### src/rtl/pipe_stage_reg.sv
// Configurable inter-stage pipeline register: valid/ready handshake, optional 2-entry skid, flush, bubble zeroing, stall counter.
// Latency 1 cycle; in_ready is registered when SKID=1, else combinational from out_ready.
module pipe_stage_reg #(
  parameter int CTRL_W      = 4,
  parameter int DATA_W      = 133,
  parameter int SKID        = 1,
  parameter int ZERO_BUBBLE = 1,
  parameter int CNT_W       = 16
) (
  input  logic              clk,
  input  logic              rstn,
  input  logic              flush,
  input  logic              in_valid,
  output logic              in_ready,
  input  logic [CTRL_W-1:0] ctrl_i,
  input  logic [DATA_W-1:0] data_i,
  output logic              out_valid,
  input  logic              out_ready,
  output logic [CTRL_W-1:0] ctrl_o,
  output logic [DATA_W-1:0] data_o,
  output logic [CNT_W-1:0]  stall_cnt,
  input  logic              stall_clr
);

  typedef enum logic [1:0] {
    ST_EMPTY = 2'd0,
    ST_ONE   = 2'd1,
    ST_TWO   = 2'd2
  } state_e;

  localparam logic [CNT_W-1:0] CNT_MAX = {CNT_W{1'b1}};
  localparam logic [CNT_W-1:0] CNT_ONE = {{(CNT_W-1){1'b0}}, 1'b1};

  state_e              state_q, state_d;
  logic [CTRL_W-1:0]   main_ctrl_q, main_ctrl_d;
  logic [DATA_W-1:0]   main_data_q, main_data_d;
  logic [CTRL_W-1:0]   skid_ctrl_q, skid_ctrl_d;
  logic [DATA_W-1:0]   skid_data_q, skid_data_d;
  logic                rdy_q, rdy_d;
  logic [CNT_W-1:0]    stall_cnt_q, stall_cnt_d;
  logic                in_xfer, out_xfer;

  assign out_valid = (state_q != ST_EMPTY);
  assign in_ready  = (SKID != 0) ? rdy_q : (!out_valid || out_ready);
  assign in_xfer   = in_valid && in_ready;
  assign out_xfer  = out_valid && out_ready;
  assign data_o    = main_data_q;
  assign ctrl_o    = (ZERO_BUBBLE != 0 && !out_valid) ? '0 : main_ctrl_q;
  assign stall_cnt = stall_cnt_q;

  always_comb begin
    state_d     = state_q;
    main_ctrl_d = main_ctrl_q;
    main_data_d = main_data_q;
    skid_ctrl_d = skid_ctrl_q;
    skid_data_d = skid_data_q;
    if (flush) begin
      state_d = ST_EMPTY;
    end else if (SKID != 0) begin
      case (state_q)
        ST_EMPTY: begin
          if (in_xfer) begin
            main_ctrl_d = ctrl_i;
            main_data_d = data_i;
            state_d     = ST_ONE;
          end
        end
        ST_ONE: begin
          if (in_xfer && out_xfer) begin
            main_ctrl_d = ctrl_i;
            main_data_d = data_i;
          end else if (in_xfer) begin
            skid_ctrl_d = ctrl_i;
            skid_data_d = data_i;
            state_d     = ST_TWO;
          end else if (out_xfer) begin
            state_d = ST_EMPTY;
          end
        end
        ST_TWO: begin
          // in_ready is low here, so only the drain path can fire
          if (out_xfer) begin
            main_ctrl_d = skid_ctrl_q;
            main_data_d = skid_data_q;
            state_d     = ST_ONE;
          end
        end
        default: state_d = ST_EMPTY;
      endcase
    end else begin
      if (in_xfer) begin
        main_ctrl_d = ctrl_i;
        main_data_d = data_i;
        state_d     = ST_ONE;
      end else if (out_xfer) begin
        state_d = ST_EMPTY;
      end
    end
  end

  always_comb begin
    rdy_d = (state_d != ST_TWO);
    stall_cnt_d = stall_cnt_q;
    if (stall_clr) begin
      stall_cnt_d = '0;
    end else if (out_valid && !out_ready && stall_cnt_q != CNT_MAX) begin
      stall_cnt_d = stall_cnt_q + CNT_ONE;
    end
  end

  always_ff @(posedge clk or negedge rstn) begin
    if (!rstn) begin
      state_q     <= ST_EMPTY;
      main_ctrl_q <= '0;
      main_data_q <= '0;
      skid_ctrl_q <= '0;
      skid_data_q <= '0;
      rdy_q       <= 1'b0;
      stall_cnt_q <= '0;
    end else begin
      state_q     <= state_d;
      main_ctrl_q <= main_ctrl_d;
      main_data_q <= main_data_d;
      skid_ctrl_q <= skid_ctrl_d;
      skid_data_q <= skid_data_d;
      rdy_q       <= rdy_d;
      stall_cnt_q <= stall_cnt_d;
    end
  end

endmodule

### config.mk
export PLATFORM = sky130hd
export DESIGN_NAME = pipe_stage_reg
export DESIGN_NICKNAME = d
export VERILOG_FILES = /design/src/rtl/pipe_stage_reg.sv
export SDC_FILE = /design/constraint.sdc
export NUM_CORES = 1
export LEC_CHECK = 0
export ABC_AREA = 1
export CAP_MARGIN = 10
export CORE_ASPECT_RATIO = 2
export CORE_MARGIN = 2
export CORE_UTILIZATION = 45
export DETAILED_ROUTE_END_ITERATION = 8
export PLACE_DENSITY = 0.73
export SYNTH_ARGS = -nofsm -noshare
export SYNTH_HDL_FRONTEND = slang
export SYNTH_SLANG_ARGS = --single-unit
### constraint.sdc
create_clock -name clk -period 3.08 [get_ports clk]
set_input_delay 0.308 -clock clk [delete_from_list [all_inputs] [get_ports clk]]
set_output_delay 0.308 -clock clk [all_outputs]
set_load 0.05 [all_outputs]
**After elaboration in Yosys (flattened, before gate mapping)**

Index checks and enable logic that the tools add are counted.

- Bits of input ports: 143
- Bits in registers: 293
- Word-level logic and storage cells: 47
- Output and inout port bits: 155

- Bitwise operators: 2
- Mux-type cells: 18
- Reduce and logical (&&, ||, !) cells: 12
- $add $sub $neg: 1
- Equality and inequality tests: 7

Operator list:

| cell | count |
|---|---|
| 133-bit two-way mux | 3 |
| 133-bit one-hot mux with 3 select lines | 1 |
| 16-bit two-way mux | 2 |
| 16-bit by 1-bit adder with 16-bit output, second input constant | 1 |
| 4-bit two-way mux | 4 |
| 16-bit != test, second input constant | 1 |
| 2-bit two-way mux | 6 |
| 4-bit one-hot mux with 3 select lines | 1 |
| 2-bit != test, second input constant | 4 |
| 2-bit one-hot mux with 3 select lines | 1 |
| 1-bit logical AND | 5 |
| 5-bit AND reduction | 1 |
| 4-bit AND reduction | 1 |
| 2-bit nonzero test | 2 |
| 3-bit nonzero test | 1 |
| 2-bit by 1-bit == test with 1-bit output, second input constant | 1 |
| 2-bit == test, second input constant | 1 |
| 2-bit zero test | 1 |
| 1-bit inverter | 2 |
| 1-bit zero test | 1 |

**Logic depth before layout (Yosys ltp)**

- Depth in word-level cells: 8
- Depth in mapped cells: 10

**Least setup slack after synthesis**

OpenSTA, ideal clock, no wires.

- Path kind: reg-to-reg
- From: register stall_cnt_q[0] (netlist: stall_cnt[0])
- To: register stall_cnt_q[12] (netlist: stall_cnt[12])
- Setup slack: 1161 ps
- Data arrival time: 1853 ps
- Cell stages (with the launch flop): 11
- Buffers on the path: 1
- Setup time: 66 ps
- Required time: 3014 ps
- Path through: dfrtp_1 > ha_1 > inv_1 > nor2_4 > nand2_2 > nor2_4 > nor2_4 > nor2_8 > buf_6 > nand2_1 > nand2_1

- Longest elaborated chain between the ends: 3

RTL lines:

| item | line | text |
|---|---|---|
| from (decl) | 40 | `logic [CNT_W-1:0] stall_cnt_q, stall_cnt_d;` |
| from (signal assigned) | 127 | `stall_cnt_q <= stall_cnt_d;` |
| 16-bit by 1-bit adder with 16-bit output / 16-bit != test (equally long branches) | 107, 106 |  |
| 16-bit two-way mux / 1-bit logical AND (equally long branches) | 106 | `end else if (out_valid && !out_ready && stall_cnt_q != CNT_MAX) begin` |
| 16-bit two-way mux / 2-bit nonzero test (equally long branches) | -- |  |

Parallel ways exist; a longest one is shown, timed or not. The select of a mux whose other input is x is not followed.
A chain may end at the register's enable or synchronous reset.

**Worst setup path after layout**

- From: register state_q[1]
- To: output port ctrl_o[1]

- Longest elaborated chain between the ends: 2

RTL lines:

| item | line | text |
|---|---|---|
| from (decl) | 34 | `state_e state_q, state_d;` |
| from (signal assigned) | 121 | `state_q <= state_d;` |
| 2-bit nonzero test | 43 | `assign out_valid = (state_q != ST_EMPTY);` |
| 4-bit two-way mux | 48 | `assign ctrl_o = (ZERO_BUBBLE != 0 && !out_valid) ? '0 : main_ctrl_q;` |
| to (decl) | 19 | `output logic [CTRL_W-1:0] ctrl_o,` |

Every way passes these cells.

==> flow_summary.toml <==
[outcome]
status = "finished clean"

[worst_setup_path]
endpoint = "ctrl_o[1]"
crit_fanout = 7
cp-startpoint = "state_q[1]"
worstReg2RegEnd = "data_o[36]"
crit_type = "reg2out"
critical_path.startpoint_type = "register"
critPathArrivalTime_ns = 2.24
endpoint_kind = "output port"
worstPathRequired_ns = 2.77
timing.rr.start = "state_q[1]"
rr_worst_depth = 7
rrSetupSlack_ns = 1.01

[yosys]
ys_types = 24
syn_inst = 1509
postSynth.asyncResetShare_pct = 100
syn_nets = 1653
synth_seq_area_share_pct = 57.7
ys_seq_elements = 293
synth_top_flop_cell = "dfrtp_1"
synth_edf_count = 0
ys_warn_count = 0
syn-cell-area_sq_um = 12700
synth_area_per_cell_sq_um = 8.42

[sta]
fin_crit_sh_pct = 82.9
rsz0062_at_grt = "false"
post-route-min-period_ns = 2.55
slew_violations = 0
skew_ns = 0.0111
finalSetupViolCount = 0
relSlewSlack_pct = 44.8
fin_setup_tns_ns = 0
clock.fmax_ghz = 0.392
hold_violations = 0
max_slew.worst_pin.slew_ns = 0.828

[die]
die_x_um = 123
fp.dieArea_sq_um = 29700
initial_core_util_pct = 45.4
io_pins = 298
core_sq_um = 28000
rows = 87
fp.dieH_um = 242

[placed_design]
dpl.hpwl_um = 19800
placed_cell_area_sq_um = 15900
io_buffers = 297
gp_congestion = 0.785

[global_route]
grt_max_degree = 155
grt_pass1_vias = 9718
grt_pass1_wl_um = 49200
grt.overflow.total = 0
track_usage_pct = 20.2
antenna_found_initial = 0

[clock_network]
cts_buffer_depth = 3
cts_buffers = 27
clk_latency_ns = 0.53
post_cts_buffers = 0
cts_num_sinks = 293
cts_htree_levels = 1
cts_root_buffer = "clkbuf_16"
cts_tree = "done"
clkSlewWorstSetupHoldPaths_ns = 0.07

[cells_and_area]
area_growth_pct = 33.1
drive_gt1_share_pct = 4.33
design_area_sq_um = 16900
final_nets = 1904
utilization_pct = 60.5
diodes = 0

[worst_hold_path]
hold_path_class = "in2async"

[pwr]
p_int_mw = 8.37
swShare_pct = 34.9
p_per_area_nw_per_um2 = 761
power_frac_clock_pct = 29.1
switchingPower_mw = 4.49
seqPwrFrac_pct = 41.4
leakage_nw = 8.28
comb_power_share_pct = 29.6
ir_drop_v = 0.000545

[drt]
ant_nets = 0
drc = 0
dr.first_iter.drc_count = 750
via_per_inst = 4.85
firstDrtPassIters = 5
wl_um = 30000
wl_per_cell_um = 14.1
route.vias.total = 10400

[flow_run]
cap_violations = 0
==> cell usage after synthesis, drive strengths merged (2+ instances only) <==
library cell / number / area share, %
xnor2: 2 / 0.14
dfrtp: 293 / 58
clkbuf: 43 / 1.3
nor2: 32 / 1.3
o21bai: 4 / 0.24
inv: 160 / 4.7
o21ai: 415 / 16
nand3: 10 / 0.39
xor2: 4 / 0.28
nand3b: 2 / 0.12
nand4: 14 / 0.69
nand2: 476 / 14
buf: 50 / 2.5
==> registers in the layout, indices dropped and copies added (netlist names) <==
name / flops
data_o: 133
skid_data_q: 133
stall_cnt: 16
main_ctrl_q: 4
skid_ctrl_q: 4
state_q: 2
in_ready: 1
==> logic make-up after synthesis <==
| kind of cell | after synthesis | share of synthesized area, % |
|---|---|---|
| xor gates and xnor gates | 6 | 0.414 |
| AOI/OAI and AO/OA | 421 | 16.7 |
| and+or+nand+nor | 535 | 16.6 |
| adders and majority gates | 1 | 0.0984 |
| DFF | 293 | 57.7 |
| buffers and inverters | 253 | 8.47 |
==> worst min path at each step <==
stage	startpoint	end	slack [ns]	cells past startpoint
after floorplan	rstn	data_o[0]	0.01	0
after global routing	data_i[83]	skid_data_q[83]	0.34	3
final	rstn	stall_cnt[1]	0.33	2
after global placement	rstn	stall_cnt[10]	0.31	1
after CTS	rstn	stall_cnt[10]	0.32	2
after detailed placement	rstn	stall_cnt[10]	0.31	1
==> area by class of cell <==
cell class | count | area (sq um)
clock buffer | 33 | 758
clock inverter | 16 | 246
fill | 2385 | 11100
inverter | 160 | 606
multi-input combinational | 963 | 4320
sequential | 293 | 7330
tap | 356 | 445
timing repair buffer | 315 | 3200
==> stage by stage <==
stage / power [mW] / std cells / hold WS [ns] / worst slack [ns]
after floorplan: 7.71 / 1509 / 0.0124 / 1.16
after global placement: 9.11 / 2086 / 0.313 / 0.888
after detailed placement: 9.20 / 2086 / 0.314 / 0.851
after CTS: 13.0 / 2136 / 0.322 / 0.449
after global routing: 13.6 / 2136 / 0.344 / 0.389
final: 12.9 / 2136 / 0.328 / 0.528
==> cell usage in the layout, fill, tap and decap left out, types with 2 or more instances in the layout <==
cell type / n
o21ai_0: 401
nand3_4: 2
clkinv_2: 5
xor2_1: 4
inv_1: 159
clkdlybuf4s50_1: 296
clkbuf_16: 27
buf_12: 7
nand3b_1: 2
buf_4: 10
bufinv_16: 6
nand4_1: 14
o21ai_1: 14
clkbuf_8: 6
clkinvlp_4: 2
nor2_4: 4
dfrtp_1: 293
nand3_1: 8
clkinv_4: 3
nor2_1: 27
o21bai_1: 4
nand2_1: 475
xnor2_1: 2
==> critical path, stage by stage, from the launching register on <==
cell             delay, ns
dfrtp_1               0.39
nor2_1                0.47
nor2_1                0.09
clkdlybuf4s50_1       0.76
==> layer usage <==
| layer | GRT usage [%] | share of wire (%) | up-vias |
|---|---|---|---|
| met5 | 0 | 0 | - |
| met3 | 4.36 | 8.4 | 31 |
| met2 | 29.9 | 44 | 363 |
| met4 | 4.50 | 1.7 | 0 |
| li1 | - | - | 5301 |
| met1 | 30.4 | 46 | 4660 |
==> power groups by stage <==
stage	Clock (mW)	Combinational, mW	Sequential (mW)
floorplan	0	0.984	6.73
global placement	0	3.76	5.35
detailed placement	0	3.83	5.36
CTS	3.84	3.85	5.32
global route	3.99	4.13	5.43
finish	3.74	3.80	5.32
==> what timing repair did <==
action	4_1_cts	5_1_grt
endpoints found under the setup margin	0	0
resized for setup	0	0
hold buffers	1	0
hold endpoints to repair	63	0
(Power assumes the default switching activity.)
